===== config.mk =====
export PLATFORM = sky130hd
export DESIGN_NAME = mc_issue_arbiter_flat
export DESIGN_NICKNAME = d
export VERILOG_FILES = /design/src/rtl/mc_issue_arbiter_if.sv /design/src/rtl/mc_issue_arbiter.sv /design/src/flat_wrapper.sv
export SDC_FILE = /design/constraint.sdc
export NUM_CORES = 1
export LEC_CHECK = 0
export CAP_MARGIN = 20
export CORE_MARGIN = 4
export CORE_UTILIZATION = 47
export DETAILED_ROUTE_END_ITERATION = 6
export GPL_TIMING_DRIVEN = 0
export PLACE_DENSITY = 0.78
export SETUP_SLACK_MARGIN = 0.4
export SYNTH_ARGS = -nofsm -noshare
export SYNTH_HDL_FRONTEND = slang
export SYNTH_SLANG_ARGS = --single-unit

===== constraint.sdc =====
create_clock -name CLK -period 2.3 [get_ports CLK]
set_clock_uncertainty 0.2 [all_clocks]
set_input_delay 0.23 -clock CLK [delete_from_list [all_inputs] [get_ports CLK]]
set_output_delay 0.23 -clock CLK [all_outputs]
set_load 0.05 [all_outputs]

===== src/rtl/mc_issue_arbiter_if.sv =====
// Bundle of signals between the two instruction requesters, the issue
// arbiter and the Maincontroller. The master side drives the requests,
// the instructions and the controller overflow flag. The slave side
// (the arbiter) drives the grants, completions and controller controls.
interface mc_issue_arbiter_if;
    logic        REQ0;
    logic [10:0] INST0;
    logic        GNT0;
    logic        DONE0;
    logic        OVF0;
    logic        REQ1;
    logic [10:0] INST1;
    logic        GNT1;
    logic        DONE1;
    logic        OVF1;
    logic [10:0] MC_INST;
    logic        MC_EN;
    logic        MC_RST;
    logic        MC_OV;

    modport master (
        output REQ0, INST0, REQ1, INST1, MC_OV,
        input  GNT0, DONE0, OVF0, GNT1, DONE1, OVF1, MC_INST, MC_EN, MC_RST
    );

    modport slave (
        input  REQ0, INST0, REQ1, INST1, MC_OV,
        output GNT0, DONE0, OVF0, GNT1, DONE1, OVF1, MC_INST, MC_EN, MC_RST
    );
endinterface


===== src/rtl/mc_issue_arbiter.sv =====
// Round-robin issue arbiter that shares one Maincontroller between two
// requesters. The winning instruction is held on MC_INST with MC_EN high
// for an opcode-dependent number of cycles. The controller is then cleared
// with MC_RST, and completion plus overflow go back to the owner.
// Every output is driven straight from a register. The next value is
// computed together with the next state.
module mc_issue_arbiter #(
    parameter int unsigned READ_CYC  = 3,
    parameter int unsigned WRITE_CYC = 3,
    parameter int unsigned ALU_CYC   = 6,
    parameter int unsigned CLR_CYC   = 1
) (
    input  logic               CLK,
    input  logic               RST_N,
    mc_issue_arbiter_if.slave  bus
);

    typedef enum logic [1:0] {
        ST_IDLE  = 2'd0,
        ST_ISSUE = 2'd1,
        ST_RUN   = 2'd2,
        ST_CLEAR = 2'd3
    } state_t;

    // Number of cycles MC_EN stays high after ISSUE for a given opcode.
    // Add (10) and sub (11) share the ALU duration.
    function automatic logic [3:0] op_cycles(input logic [1:0] op);
        logic [3:0] n;
        case (op)
            2'b00:   n = 4'(READ_CYC);
            2'b01:   n = 4'(WRITE_CYC);
            2'b10:   n = 4'(ALU_CYC);
            2'b11:   n = 4'(ALU_CYC);
            default: n = 4'(ALU_CYC);
        endcase
        return n;
    endfunction

    // State and bookkeeping registers.
    state_t      r_state;
    logic [3:0]  r_cnt;
    logic        r_owner;
    logic        r_rr_ptr;
    logic [10:0] r_inst;

    // Output registers.
    logic        r_gnt0, r_gnt1;
    logic        r_done0, r_done1;
    logic        r_ovf0, r_ovf1;
    logic [10:0] r_mc_inst;
    logic        r_mc_en;
    logic        r_mc_rst;

    // Next-state and next-output values.
    state_t      w_state_nx;
    logic [3:0]  w_cnt_nx;
    logic        w_owner_nx;
    logic        w_rr_ptr_nx;
    logic [10:0] w_inst_nx;
    logic        w_gnt0_nx, w_gnt1_nx;
    logic        w_done0_nx, w_done1_nx;
    logic        w_ovf0_nx, w_ovf1_nx;
    logic [10:0] w_mc_inst_nx;
    logic        w_mc_en_nx;
    logic        w_mc_rst_nx;

    // Arbitration: a lone request wins outright, and a tie goes to rr_ptr.
    logic        w_req_any;
    logic        w_win_id;
    logic [10:0] w_win_inst;
    logic        w_ov;

    assign w_req_any  = bus.REQ0 | bus.REQ1;
    assign w_win_id   = (bus.REQ0 & bus.REQ1) ? r_rr_ptr : bus.REQ1;
    assign w_win_inst = w_win_id ? bus.INST1 : bus.INST0;
    // Only ALU opcodes (bit 10 set) can report an overflow.
    assign w_ov       = bus.MC_OV & r_inst[10];

    // Next-state and next-output logic for the issue sequence.
    always_comb begin
        w_state_nx   = r_state;
        w_cnt_nx     = r_cnt;
        w_owner_nx   = r_owner;
        w_rr_ptr_nx  = r_rr_ptr;
        w_inst_nx    = r_inst;
        w_gnt0_nx    = 1'b0;
        w_gnt1_nx    = 1'b0;
        w_done0_nx   = 1'b0;
        w_done1_nx   = 1'b0;
        w_ovf0_nx    = 1'b0;
        w_ovf1_nx    = 1'b0;
        w_mc_inst_nx = 11'd0;
        w_mc_en_nx   = 1'b0;
        w_mc_rst_nx  = 1'b0;
        case (r_state)
            ST_IDLE: begin
                if (w_req_any) begin
                    w_state_nx   = ST_ISSUE;
                    w_owner_nx   = w_win_id;
                    w_rr_ptr_nx  = ~w_win_id;
                    w_inst_nx    = w_win_inst;
                    w_cnt_nx     = op_cycles(w_win_inst[10:9]);
                    w_gnt0_nx    = ~w_win_id;
                    w_gnt1_nx    = w_win_id;
                    w_mc_en_nx   = 1'b1;
                    w_mc_inst_nx = w_win_inst;
                end else begin
                    w_state_nx   = ST_IDLE;
                end
            end
            ST_ISSUE: begin
                w_state_nx   = ST_RUN;
                w_mc_en_nx   = 1'b1;
                w_mc_inst_nx = r_inst;
            end
            ST_RUN: begin
                if (r_cnt <= 4'd1) begin
                    // Last RUN cycle: capture the overflow and start clearing.
                    w_state_nx  = ST_CLEAR;
                    w_cnt_nx    = 4'(CLR_CYC);
                    w_mc_rst_nx = 1'b1;
                    w_done0_nx  = ~r_owner;
                    w_done1_nx  = r_owner;
                    w_ovf0_nx   = ~r_owner & w_ov;
                    w_ovf1_nx   = r_owner & w_ov;
                end else begin
                    w_cnt_nx     = r_cnt - 4'd1;
                    w_mc_en_nx   = 1'b1;
                    w_mc_inst_nx = r_inst;
                end
            end
            ST_CLEAR: begin
                if (r_cnt <= 4'd1) begin
                    w_state_nx = ST_IDLE;
                    w_cnt_nx   = 4'd0;
                end else begin
                    w_cnt_nx    = r_cnt - 4'd1;
                    w_mc_rst_nx = 1'b1;
                end
            end
            default: begin
                w_state_nx = ST_IDLE;
                w_cnt_nx   = 4'd0;
            end
        endcase
    end

    // State, bookkeeping and output registers. Reset holds the controller in reset.
    always_ff @(posedge CLK or negedge RST_N) begin
        if (!RST_N) begin
            r_state   <= ST_IDLE;
            r_cnt     <= 4'd0;
            r_owner   <= 1'b0;
            r_rr_ptr  <= 1'b0;
            r_inst    <= 11'd0;
            r_gnt0    <= 1'b0;
            r_gnt1    <= 1'b0;
            r_done0   <= 1'b0;
            r_done1   <= 1'b0;
            r_ovf0    <= 1'b0;
            r_ovf1    <= 1'b0;
            r_mc_inst <= 11'd0;
            r_mc_en   <= 1'b0;
            r_mc_rst  <= 1'b1;
        end else begin
            r_state   <= w_state_nx;
            r_cnt     <= w_cnt_nx;
            r_owner   <= w_owner_nx;
            r_rr_ptr  <= w_rr_ptr_nx;
            r_inst    <= w_inst_nx;
            r_gnt0    <= w_gnt0_nx;
            r_gnt1    <= w_gnt1_nx;
            r_done0   <= w_done0_nx;
            r_done1   <= w_done1_nx;
            r_ovf0    <= w_ovf0_nx;
            r_ovf1    <= w_ovf1_nx;
            r_mc_inst <= w_mc_inst_nx;
            r_mc_en   <= w_mc_en_nx;
            r_mc_rst  <= w_mc_rst_nx;
        end
    end

    assign bus.GNT0    = r_gnt0;
    assign bus.GNT1    = r_gnt1;
    assign bus.DONE0   = r_done0;
    assign bus.DONE1   = r_done1;
    assign bus.OVF0    = r_ovf0;
    assign bus.OVF1    = r_ovf1;
    assign bus.MC_INST = r_mc_inst;
    assign bus.MC_EN   = r_mc_en;
    assign bus.MC_RST  = r_mc_rst;

endmodule


===== src/flat_wrapper.sv =====
// flat-port wrapper written by rule: the top's interface ports become plain ports
module mc_issue_arbiter_flat 
#(
    parameter int unsigned READ_CYC  = 3,
    parameter int unsigned WRITE_CYC = 3,
    parameter int unsigned ALU_CYC   = 6,
    parameter int unsigned CLR_CYC   = 1
)
  (CLK, RST_N, bus_REQ0, bus_INST0, bus_REQ1, bus_INST1, bus_MC_OV, bus_GNT0, bus_DONE0, bus_OVF0, bus_GNT1, bus_DONE1, bus_OVF1, bus_MC_INST, bus_MC_EN, bus_MC_RST);
  mc_issue_arbiter_if bus_i ();
  input  logic CLK;
  input  logic RST_N;
  input wire logic [$bits(bus_i.REQ0)-1:0] bus_REQ0;
  input wire logic [$bits(bus_i.INST0)-1:0] bus_INST0;
  input wire logic [$bits(bus_i.REQ1)-1:0] bus_REQ1;
  input wire logic [$bits(bus_i.INST1)-1:0] bus_INST1;
  input wire logic [$bits(bus_i.MC_OV)-1:0] bus_MC_OV;
  output wire logic [$bits(bus_i.GNT0)-1:0] bus_GNT0;
  output wire logic [$bits(bus_i.DONE0)-1:0] bus_DONE0;
  output wire logic [$bits(bus_i.OVF0)-1:0] bus_OVF0;
  output wire logic [$bits(bus_i.GNT1)-1:0] bus_GNT1;
  output wire logic [$bits(bus_i.DONE1)-1:0] bus_DONE1;
  output wire logic [$bits(bus_i.OVF1)-1:0] bus_OVF1;
  output wire logic [$bits(bus_i.MC_INST)-1:0] bus_MC_INST;
  output wire logic [$bits(bus_i.MC_EN)-1:0] bus_MC_EN;
  output wire logic [$bits(bus_i.MC_RST)-1:0] bus_MC_RST;
  assign bus_i.REQ0 = bus_REQ0;
  assign bus_i.INST0 = bus_INST0;
  assign bus_i.REQ1 = bus_REQ1;
  assign bus_i.INST1 = bus_INST1;
  assign bus_i.MC_OV = bus_MC_OV;
  assign bus_GNT0 = bus_i.GNT0;
  assign bus_DONE0 = bus_i.DONE0;
  assign bus_OVF0 = bus_i.OVF0;
  assign bus_GNT1 = bus_i.GNT1;
  assign bus_DONE1 = bus_i.DONE1;
  assign bus_OVF1 = bus_i.OVF1;
  assign bus_MC_INST = bus_i.MC_INST;
  assign bus_MC_EN = bus_i.MC_EN;
  assign bus_MC_RST = bus_i.MC_RST;
  mc_issue_arbiter #(.READ_CYC(READ_CYC), .WRITE_CYC(WRITE_CYC), .ALU_CYC(ALU_CYC), .CLR_CYC(CLR_CYC)) u_core (.CLK(CLK), .RST_N(RST_N), .bus(bus_i));
endmodule

==> metrics, run 1 <==
setup repair after global routing missed its margin=yes; endpoint kind of the worst setup timing path=flip-flop; clock tree from TritonCTS=done; core area=around 3400 um2; area of the mapped netlist=approximately 1700 um2; Setup CP Type=flip-flop to flip-flop; Final Hold Vio Count=0; required time of the critical path=2280 ps; combinational share of power=approximately 54%; area used by multi-input combinational logic=742 um2; count of state elements after synthesis=38; xor/xnor cell area share of the yosys netlist=0%; Die H=68.4 um; CTS max path bufs=2; syn_nets=approximately 200; clock network fraction of design power=approximately 14%; setup tns final=0 ps; Root Driver=sky130_fd_sc_hd__clkbuf_8; worst reg-to-reg path cell count=5; Final GP Congestion=around 0.80; run status=complete, no violations; starting utilization of the core area=between 40% and 50%; via count of the first global-routing pass=around 1400; slew at the pin closest to its max-slew limit=between 700 and 800 ps; Seq/Total Area, Yosys=roughly 55%; post-layout instance count excluding filler cells=approximately 280; cell count after placement=~260; final count of pins violating max slew=0; Clock Sink Count=38; static leakage power=between 1 and 1.5 nW; GRT overflow=0; number of antenna violations at the first check in global routing=0; synthesis warning total=0; Layout area overhead=40.7%; total inserted antenna cells=0; die area=4680 um2; TritonCTS Buffers=5; Die Wd=a little under 70 um; total DRC errors in the routed layout=0; fraction of the mapped netlist area in compound gates=18.1%; average wire per cell in the routed design=about 15 um; clock-pin transition on the worst setup and hold timing paths=around 80 ps; I/O pin count=between 40 and 50; r2r setup slk=400 ps; number of DRC markers in iteration 0=around 70; floorplan row count=21; final cycle utilization of the critical path=82.6%; most frequent cells in the layout=47 x sky130_fd_sc_hd__nand2_1, 40 x sky130_fd_sc_hd__clkdlybuf4s50_1, 37 x sky130_fd_sc_hd__dfrtp_1; power dissipated by switching net loads=roughly 0.0015 W; total power density per cell area=about 1400 nW/um2; count of maximum capacitance violations=0; number of buffers inserted by port buffering=45; Post-Route Utilization=around 70%; maximum number of pins on one net before global-route repair=39; commonest non-fill, non-tap cell in the layout=sky130_fd_sc_hd__nand2_1; global-route wire length before repair=approximately 6.3 mm; post-layout minimum cycle time=1900 ps; register share of total power=32.2%; Synth Area in Adders=5.83%; area after detailed placement=2220 um2; count of nets after finishing=265; clock latency on the worst-skew pair=290 ps; Final Power=~0.0033 W; switching share of total power=43.5%; count of filler cells inserted in the layout=251; portion of netlist area occupied by mux cells=under 10%; overall routing resource usage=18.7%; final design area excluding fillers=roughly 2400 um2; worst hold path depth=2; number of search-and-repair iterations in the first detailed-routing pass=4; number of nets with antenna violations after detailed routing=0; Routed WL=approximately 4.1 mm; Cells after Synth=171; Relative slew margins=46.8%; path category of the worst min-delay check=flip-flop to flip-flop; H-tree depth=2; Avg Vias per Cell=between 5 and 6; share of cells above drive strength 1=13.9%; basic-gate share of the synthesized area counting and, or, nand and nor cells=between 10% and 20%; maximum clock frequency=526 MHz; Setup crit start kind=flip-flop; maximum resistive drop on vdd=around 730 uV; Register Area=about 950 um2; count of cell types in the netlist=32; # setup viols final=0; Int Power=0.00189 W; synthesized area per cell=~10 um2; maximum fanout count along the critical path=5; largest family of logic cells by synthesized area=compound AO/OA/AOI/OAI gates; data arrival time of the critical path=about 1900 ps; vias after detailed routing=about 1400; hpwl dp=between 2 and 3 mm
Yosys cell counts:
cell type | n | share of area [%]
sky130_fd_sc_hd__nand2_1 | 47 | 10
sky130_fd_sc_hd__dfrtp_1 | 37 | 54
sky130_fd_sc_hd__a21oi_1 | 14 | 4.1
sky130_fd_sc_hd__a22o_1 | 11 | 5.6
sky130_fd_sc_hd__ha_1 | 8 | 5.8
sky130_fd_sc_hd__nor2_1 | 7 | 1.5
sky130_fd_sc_hd__inv_1 | 5 | 1.1
sky130_fd_sc_hd__a21o_1 | 4 | 1.7
sky130_fd_sc_hd__buf_2 | 4 | 1.2
sky130_fd_sc_hd__o21ai_0 | 4 | 1.2
sky130_fd_sc_hd__o21ai_1 | 4 | 1.2
sky130_fd_sc_hd__a211o_1 | 2 | 1.0
sky130_fd_sc_hd__a21boi_1 | 2 | 0.87
sky130_fd_sc_hd__and3_1 | 2 | 0.73
sky130_fd_sc_hd__clkbuf_1 | 2 | 0.44
sky130_fd_sc_hd__nor3_1 | 2 | 0.58
sky130_fd_sc_hd__a221oi_1 | 1 | 0.51
sky130_fd_sc_hd__a2bb2oi_1 | 1 | 0.51
sky130_fd_sc_hd__and2_1 | 1 | 0.36
sky130_fd_sc_hd__and2_4 | 1 | 0.51
sky130_fd_sc_hd__buf_1 | 1 | 0.22
sky130_fd_sc_hd__dfstp_2 | 1 | 1.5
sky130_fd_sc_hd__mux2_1 | 1 | 0.66
sky130_fd_sc_hd__mux2_2 | 1 | 0.66
sky130_fd_sc_hd__nand2b_1 | 1 | 0.36
sky130_fd_sc_hd__nor2_4 | 1 | 0.66
sky130_fd_sc_hd__nor2b_1 | 1 | 0.36
sky130_fd_sc_hd__nor3_2 | 1 | 0.58
sky130_fd_sc_hd__o211ai_1 | 1 | 0.44
sky130_fd_sc_hd__o21a_1 | 1 | 0.44
sky130_fd_sc_hd__o32a_1 | 1 | 0.58
sky130_fd_sc_hd__or3_1 | 1 | 0.36
registers in the layout, indices dropped and copies added (netlist names), 2 cells and up:
name and cells:
u_core.r_inst 11, u_core.r_cnt 4, u_core.r_state 2, u_core.bus.MC_INST 11
cell type report:
class / count / share of cell area (%)
tap: 46 / 2.38
clock inverter: 1 / 0.207
multi-input combinational: 121 / 30.7
buffer: 7 / 1.92
clock buffer: 7 / 3.58
inverter: 5 / 0.777
sequential: 38 / 39.4
timing repair buffer: 52 / 21.0
critical path: stages (launching register included):
cell and delay, ps:
sky130_fd_sc_hd__dfrtp_1 450, sky130_fd_sc_hd__inv_1 110, sky130_fd_sc_hd__ha_1 270, sky130_fd_sc_hd__o21a_2 290, sky130_fd_sc_hd__nor2_4 160, sky130_fd_sc_hd__mux2_1 330
cells by family after synthesis:
group                      after synthesis
AOI/OAI and AO/OA                       46
adders and majority gates                8
buffers and inverters                   12
DFF                                     38
muxes                                    2
and+or+nand+nor                         65
stage by stage:
step | setup slack [ps] | hold WS (ps)
3_5_place_dp | 193 | 170
6_report | 400 | 279
3_3_place_gp | 13.2 | 257
4_1_cts | 374 | 280
2_1_floorplan | 445 | -266
5_1_grt | 318 | 306
routing by layer:
layer  vias to the layer above  part of all wire (%)  wire length [um]  global-route usage, %
li1                        703                     -                 -                      -
met1                       688                    41              1690                   22.1
met2                        48                    51              2120                   30.6
met3                        10                   6.2               258                   6.57
met4                         0                   1.8                76                   7.94
met5                         -                     0                 0                      0
power by group through the flow:
stage	Combinational, W	Clock, W	Sequential (W)
2_1_floorplan	0.000817	0	0.00136
3_3_place_gp	0.00152	0	0.00107
3_5_place_dp	0.00158	0	0.00108
4_1_cts	0.00166	0.000476	0.00106
5_1_grt	0.00196	0.000510	0.00110
6_report	0.00180	0.000474	0.00108
path summary, 6_finish.rpt:
kind | start | to
max reg2reg | u_core.r_cnt[0] | u_core.r_state[1]
max in group asynchronous | RST_N | u_core.bus.MC_INST[9]
min | u_core.r_inst[3] | u_core.r_inst[3]
min in group asynchronous | RST_N | u_core.r_state[1]
max | u_core.r_cnt[0] | u_core.r_state[1]
min reg2reg | u_core.r_inst[3] | u_core.r_inst[3]
timing repair:
action	4_1_cts	5_1_grt
hold endpoints to repair	37	0
setup endpoints to repair	17	26
resized for setup	6	14
hold buffers	1	0
buffers inserted	2	4
pin swaps	0	2
Power figures use the tool's default switching activity.
==> inputs of run 2 (changes only) <==
--- a/config.mk
+++ b/config.mk
@@ -7,10 +7,10 @@
 export LEC_CHECK = 0
 export CAP_MARGIN = 20
 export CORE_MARGIN = 4
-export CORE_UTILIZATION = 47
+export CORE_UTILIZATION = 43
 export DETAILED_ROUTE_END_ITERATION = 6
 export GPL_TIMING_DRIVEN = 0
-export PLACE_DENSITY = 0.78
+export PLACE_DENSITY = 0.75
 export SETUP_SLACK_MARGIN = 0.4
 export SYNTH_ARGS = -nofsm -noshare
 export SYNTH_HDL_FRONTEND = slang
==> constraint.sdc (replaced) <==
create_clock -name CLK -period 1.7 [get_ports CLK]
set_clock_uncertainty 0.2 [all_clocks]
set_input_delay 0.17 -clock CLK [delete_from_list [all_inputs] [get_ports CLK]]
set_output_delay 0.17 -clock CLK [all_outputs]
set_load 0.05 [all_outputs]
==> run 2 against run 1 <==
Net effect:
- the flow now finishes with violations (negative hold slack, negative setup slack)
- critical endpoint unchanged
- critical path depth up 3
- design area is 22% higher
- clock power is 39% higher
- total power up 85%
- die area grew 8.2%
- register-to-register slack got worse by 490 ps
- global-route usage rose by 2.2 points
- sequential power is 48% higher
==> metrics, run 2 (synthesized netlist as in run 1, its figures left out) <==
run status=complete, but fails checks; violations in the final reports=negative hold slack, negative setup slack; timing startpoint of the critical path=u_core.r_state[0]; count of nets after finishing=286; total power density per cell area=~2100 nW/um2; most frequent cells in the layout=34 x sky130_fd_sc_hd__dfrtp_1, 23 x sky130_fd_sc_hd__clkdlybuf4s50_1, 19 x sky130_fd_sc_hd__buf_2; area used by multi-input combinational logic=between 1000 and 1500 um2; average wire per cell in the routed design=approximately 20 um; pre-CTS setup slack=-265 ps; global-route wire length before repair=a little over 8 mm; Relative slew margins=43.3%; maximum clock frequency=about 560 MHz; maximum number of pins on one net before global-route repair=39; # setup viols final=13; maximum resistive drop on vdd=~1200 uV; number of DRC markers in iteration 0=150; starting utilization of the core area=between 40 and 50%; maximum fanout count along the critical path=4; Die Wd=slightly above 70 um; commonest non-fill, non-tap cell in the layout=sky130_fd_sc_hd__dfrtp_1; number of antenna violations at the first check in global routing=0; setup ws final=-85.8 ps; hpwl dp=about 2.7 mm; TritonCTS Buffers=5; Avg Vias per Cell=~5.7; Layout area overhead=72.2%; static leakage power=approximately 1.5 nW; CTS max path bufs=2; Die H=71.2 um; Final GP Congestion=approximately 0.75; setup tns final=-464 ps; Root Driver=sky130_fd_sc_hd__clkbuf_8; share of cells above drive strength 1=a little under three fifths; clock-pin transition on the worst setup and hold timing paths=80 ps; vias after detailed routing=1699; data arrival time of the critical path=1770 ps; final count of pins violating max slew=0; cell seen most often among critical-path stages=sky130_fd_sc_hd__buf_6; cell chain of the critical path=inv_4 -> ha_4 -> buf_6 -> nor2_4 -> buf_6 -> buf_6 -> nor2_4 -> mux2_4; Register Area=956 um2; r2r setup slk=-90 ps; CP max-delay cell=sky130_fd_sc_hd__dfrtp_2; Post-Route Utilization=between 70% and 80%; overall routing resource usage=20.9%; die area=between 5000 and 6000 um2; number of search-and-repair iterations in the first detailed-routing pass=4; GRT overflow=0; core area=3770 um2; Worst path max stage delay=450 ps; post-layout instance count excluding filler cells=300; worst reg-to-reg path cell count=8; path category of the worst min-delay check=primary input to asynchronous set/reset pin; slew at the pin closest to its max-slew limit=roughly 850 ps; required time of the critical path=between 1500 and 2000 ps; count of maximum capacitance violations=0; number of nets with antenna violations after detailed routing=0; worst flop-to-flop path startpoint=u_core.r_state[0]; cell count after placement=between 200 and 300; count of filler cells inserted in the layout=approximately 210; final cycle utilization of the critical path=105%; number of buffers inserted by port buffering=45; total DRC errors in the routed layout=0; setup repair after global routing missed its margin=yes; total inserted antenna cells=0; floorplan row count=22; worst slack on hold paths=-224 ps; H-tree depth=2; endpoint kind of the worst setup timing path=flip-flop; I/O pin count=46; post-layout minimum cycle time=~1800 ps; via count of the first global-routing pass=between 1500 and 2000; Final Hold Vio Count=37; clock latency on the worst-skew pair=300 ps; Setup crit start kind=flip-flop; end of the worst register-to-register path=u_core.r_state[1]; Setup CP Type=flip-flop to flip-flop; clock tree from TritonCTS=done; Routed WL=slightly below 6 mm; Clock Sink Count=38
run 2: worst max-delay path: cells and delay by family (launching register included):
family	cells	cell delay, ps
simple gates	2	150
flops	1	450
buf+inv	4	430
mux	1	310
fa+ha+maj	1	120
run 2: worst max path at each step:
stage | slack, ps | end
after global routing | -170 | u_core.r_cnt[3]
after CTS | -60 | u_core.r_cnt[3]
after global placement | -630 | u_core.r_inst[4]
after floorplan | -10 | u_core.r_cnt[3]
after detailed placement | -270 | u_core.bus.MC_INST[4]
final | -90 | u_core.r_state[1]
run 2: cell type report:
class,count,share of cell area [%]
Buffer,7,3.18
Clock buffer,7,2.92
Clock inverter,1,0.169
Inverter,5,0.720
Multi-Input combinational cell,121,36.2
Sequential cell,38,32.3
Tap cell,48,2.03
Timing Repair Buffer,73,22.4
run 2: report_power, final:
group          switching (W)  internal, W  total (W)  leakage [nW]
Combinational        0.00212      0.00183    0.00395         0.925
Sequential          0.000334      0.00126    0.00160         0.482
Clock               0.000330     0.000328   0.000657        0.0482
Total                0.00278      0.00342    0.00621          1.46
run 2: repair_timing:
item | in CTS | in global routing
resized for setup | 170 | 48
gates cloned | 3 | 1
setup endpoints to repair | 57 | 39
hold endpoints to repair | 37 | 37
setup buffers | 15 | 9
pin swaps | 40 | 14
run 2: per-stage QoR:
step                area, um2  total power (W)
global placement         2290          0.00368
finish                   2960          0.00621
detailed placement       2290          0.00373
CTS                      2700          0.00529
floorplan                1780          0.00309
global route             2960          0.00652
run 2: per-layer routing:
metal,part of all wire [%],GRT usage (%),wire [um]
met1,39,26.0,2320
met2,52,34.5,3060
met3,6.0,3.84,351
met4,2.5,10.6,147
met5,0,0,0
==> RTL edit (settings of run 1) <==
`ALU_CYC` is set to 6 in 2 places; all go to 5.
--- a/src/rtl/mc_issue_arbiter.sv
+++ b/src/rtl/mc_issue_arbiter.sv
@@ -7,7 +7,7 @@
 module mc_issue_arbiter #(
     parameter int unsigned READ_CYC  = 3,
     parameter int unsigned WRITE_CYC = 3,
-    parameter int unsigned ALU_CYC   = 6,
+    parameter int unsigned ALU_CYC   = 5,
     parameter int unsigned CLR_CYC   = 1
 ) (
     input  logic               CLK,
--- a/src/flat_wrapper.sv
+++ b/src/flat_wrapper.sv
@@ -3,7 +3,7 @@
 #(
     parameter int unsigned READ_CYC  = 3,
     parameter int unsigned WRITE_CYC = 3,
-    parameter int unsigned ALU_CYC   = 6,
+    parameter int unsigned ALU_CYC   = 5,
     parameter int unsigned CLR_CYC   = 1
 )
   (CLK, RST_N, bus_REQ0, bus_INST0, bus_REQ1, bus_INST1, bus_MC_OV, bus_GNT0, bus_DONE0, bus_OVF0, bus_GNT1, bus_DONE1, bus_OVF1, bus_MC_INST, bus_MC_EN, bus_MC_RST);
Behaviour: not the same (Yosys sat finds a counterexample within 10 cycles, from zero or initial values and one cycle with RST_N low).
==> RTL edit against run 1 <==
- cell area up 1.5%
- largest cell class unchanged
- combinational power up 8%
- critical path depth down 4
- clock power down 1%
- synthesized area up 2.8%
- worst setup slack better by 41 ps
- routed wire length up 9.8%
- total power up 3.9%
- sequential cell count unchanged
- critical endpoint is now bus_MC_INST[4]
- register-to-register slack better by 50 ps
- utilization up 0.48 points
- highest routed layer unchanged
- sequential share of layout area down 0.56 points
- final cell count up 0.72%
==> RTL edit: results (changes against run 1) <==
- Status: finished, final reports clean
- Placed cell areas: 2270 µm² (+2.1%)
- Critical path fanouts, max: 1 (-4)
- DR vias/cell: 5.48 (+4.8%)
- FF-to-FF End: u_core.bus.MC_INST[1]
- Hold Path Sink: u_core.r_inst[4]
- Met1 usage in global routing: 0.224 (+0.00295)
- Cells after DPL: 265 (+1.1%)
- Slowest stage delay, CP: 810 ps (+360 ps)
- Vias: 1530 (+5.6%)
- Gate Count Post-Synth: 174 (+1.8%)
- Metal2 WL: 2.39 mm (+12%)
- Post-layout min period: 1860 ps (-40.5 ps)
- Top post-synthesis cells by area: dfrtp_1 52%, ha_1 5.7%, nand2_1 5.3%, and3_1 4.3%, a21oi_1 4.0%
- DR iter-0 viols: 117 (+65%)
- Count of different cell masters after synthesis: 38 (+19%)
- Share of cells above drive strength 1: 0.150 (+0.0117)
- Avg WL per Cell: 16.3 µm (+9.0%)
- Critical path's top delay family: buffers and inverters
- Switching share of power: 0.444 (+0.00810)
- CP max stage cell: clkdlybuf4s50_1
- Metal1 wirelength: 1.85 mm (+9.5%)
- Post-CTS Setup Bufs: 3 (+1)
- DP HPWL: 3.23 mm (+14%)
- Crit path to: bus_MC_INST[4]
- Post-Syn Nets: 209 (+1.5%)
- Worst EP arrival: 1430 ps (-450 ps)
- Vias in the first global route: 1646 (+17%)
- Final hold slack: 281 ps (+2.24 ps)
- Post-cts sizing count: 5 (-1)
- Final Wtd Congestion: 0.824 (+2.9%)
- Static leakage: 0.00118 µW (-2.8%)
- First-pass GRT wire length: 7.54 mm (+20%)
- WL met3: 236 µm (-8.5%)
- Max-slew headroom: 0.456 (-0.0120)
- Min-delay src: u_core.r_inst[4]
-- RTL edit: cell types whose count changed after synthesis, moves of 9 or more --
cell | before | now
nand2_1 | 47 | 25
o21ai_0 | 4 | 13
and3_1 | 2 | 12
a22o_1 | 11 | 1
a31oi_1 | 0 | 10
-- RTL edit: kinds of logic (layout without fill, tap and decap cells) --
logic type	after synthesis	after routing	synth area share
mux	3	3	0.0227
flops	38	38	0.540
fa+ha+maj	8	8	0.0567
buf+inv	15	74	0.0411
simple gates	59	59	0.165
compound gates	51	51	0.175
-- RTL edit: power groups by stage --
stage               Combinational [µW]  Sequential, µW  Clock (µW)
floorplan                          920            1380           0
CTS                               1820            1060         467
global route                      2100            1100         502
finish                            1940            1070         468
global placement                  1650            1070           0
detailed placement                1740            1090           0
-- RTL edit: final cells by class --
type	count	area, µm²
fillers	257	1020
flip-flops and latches	38	952
multi-input cells	121	776
repair buffers	51	494
clock buffers	8	90.1
plain buffers	10	61.3
well taps	46	57.6
inverters	5	18.8
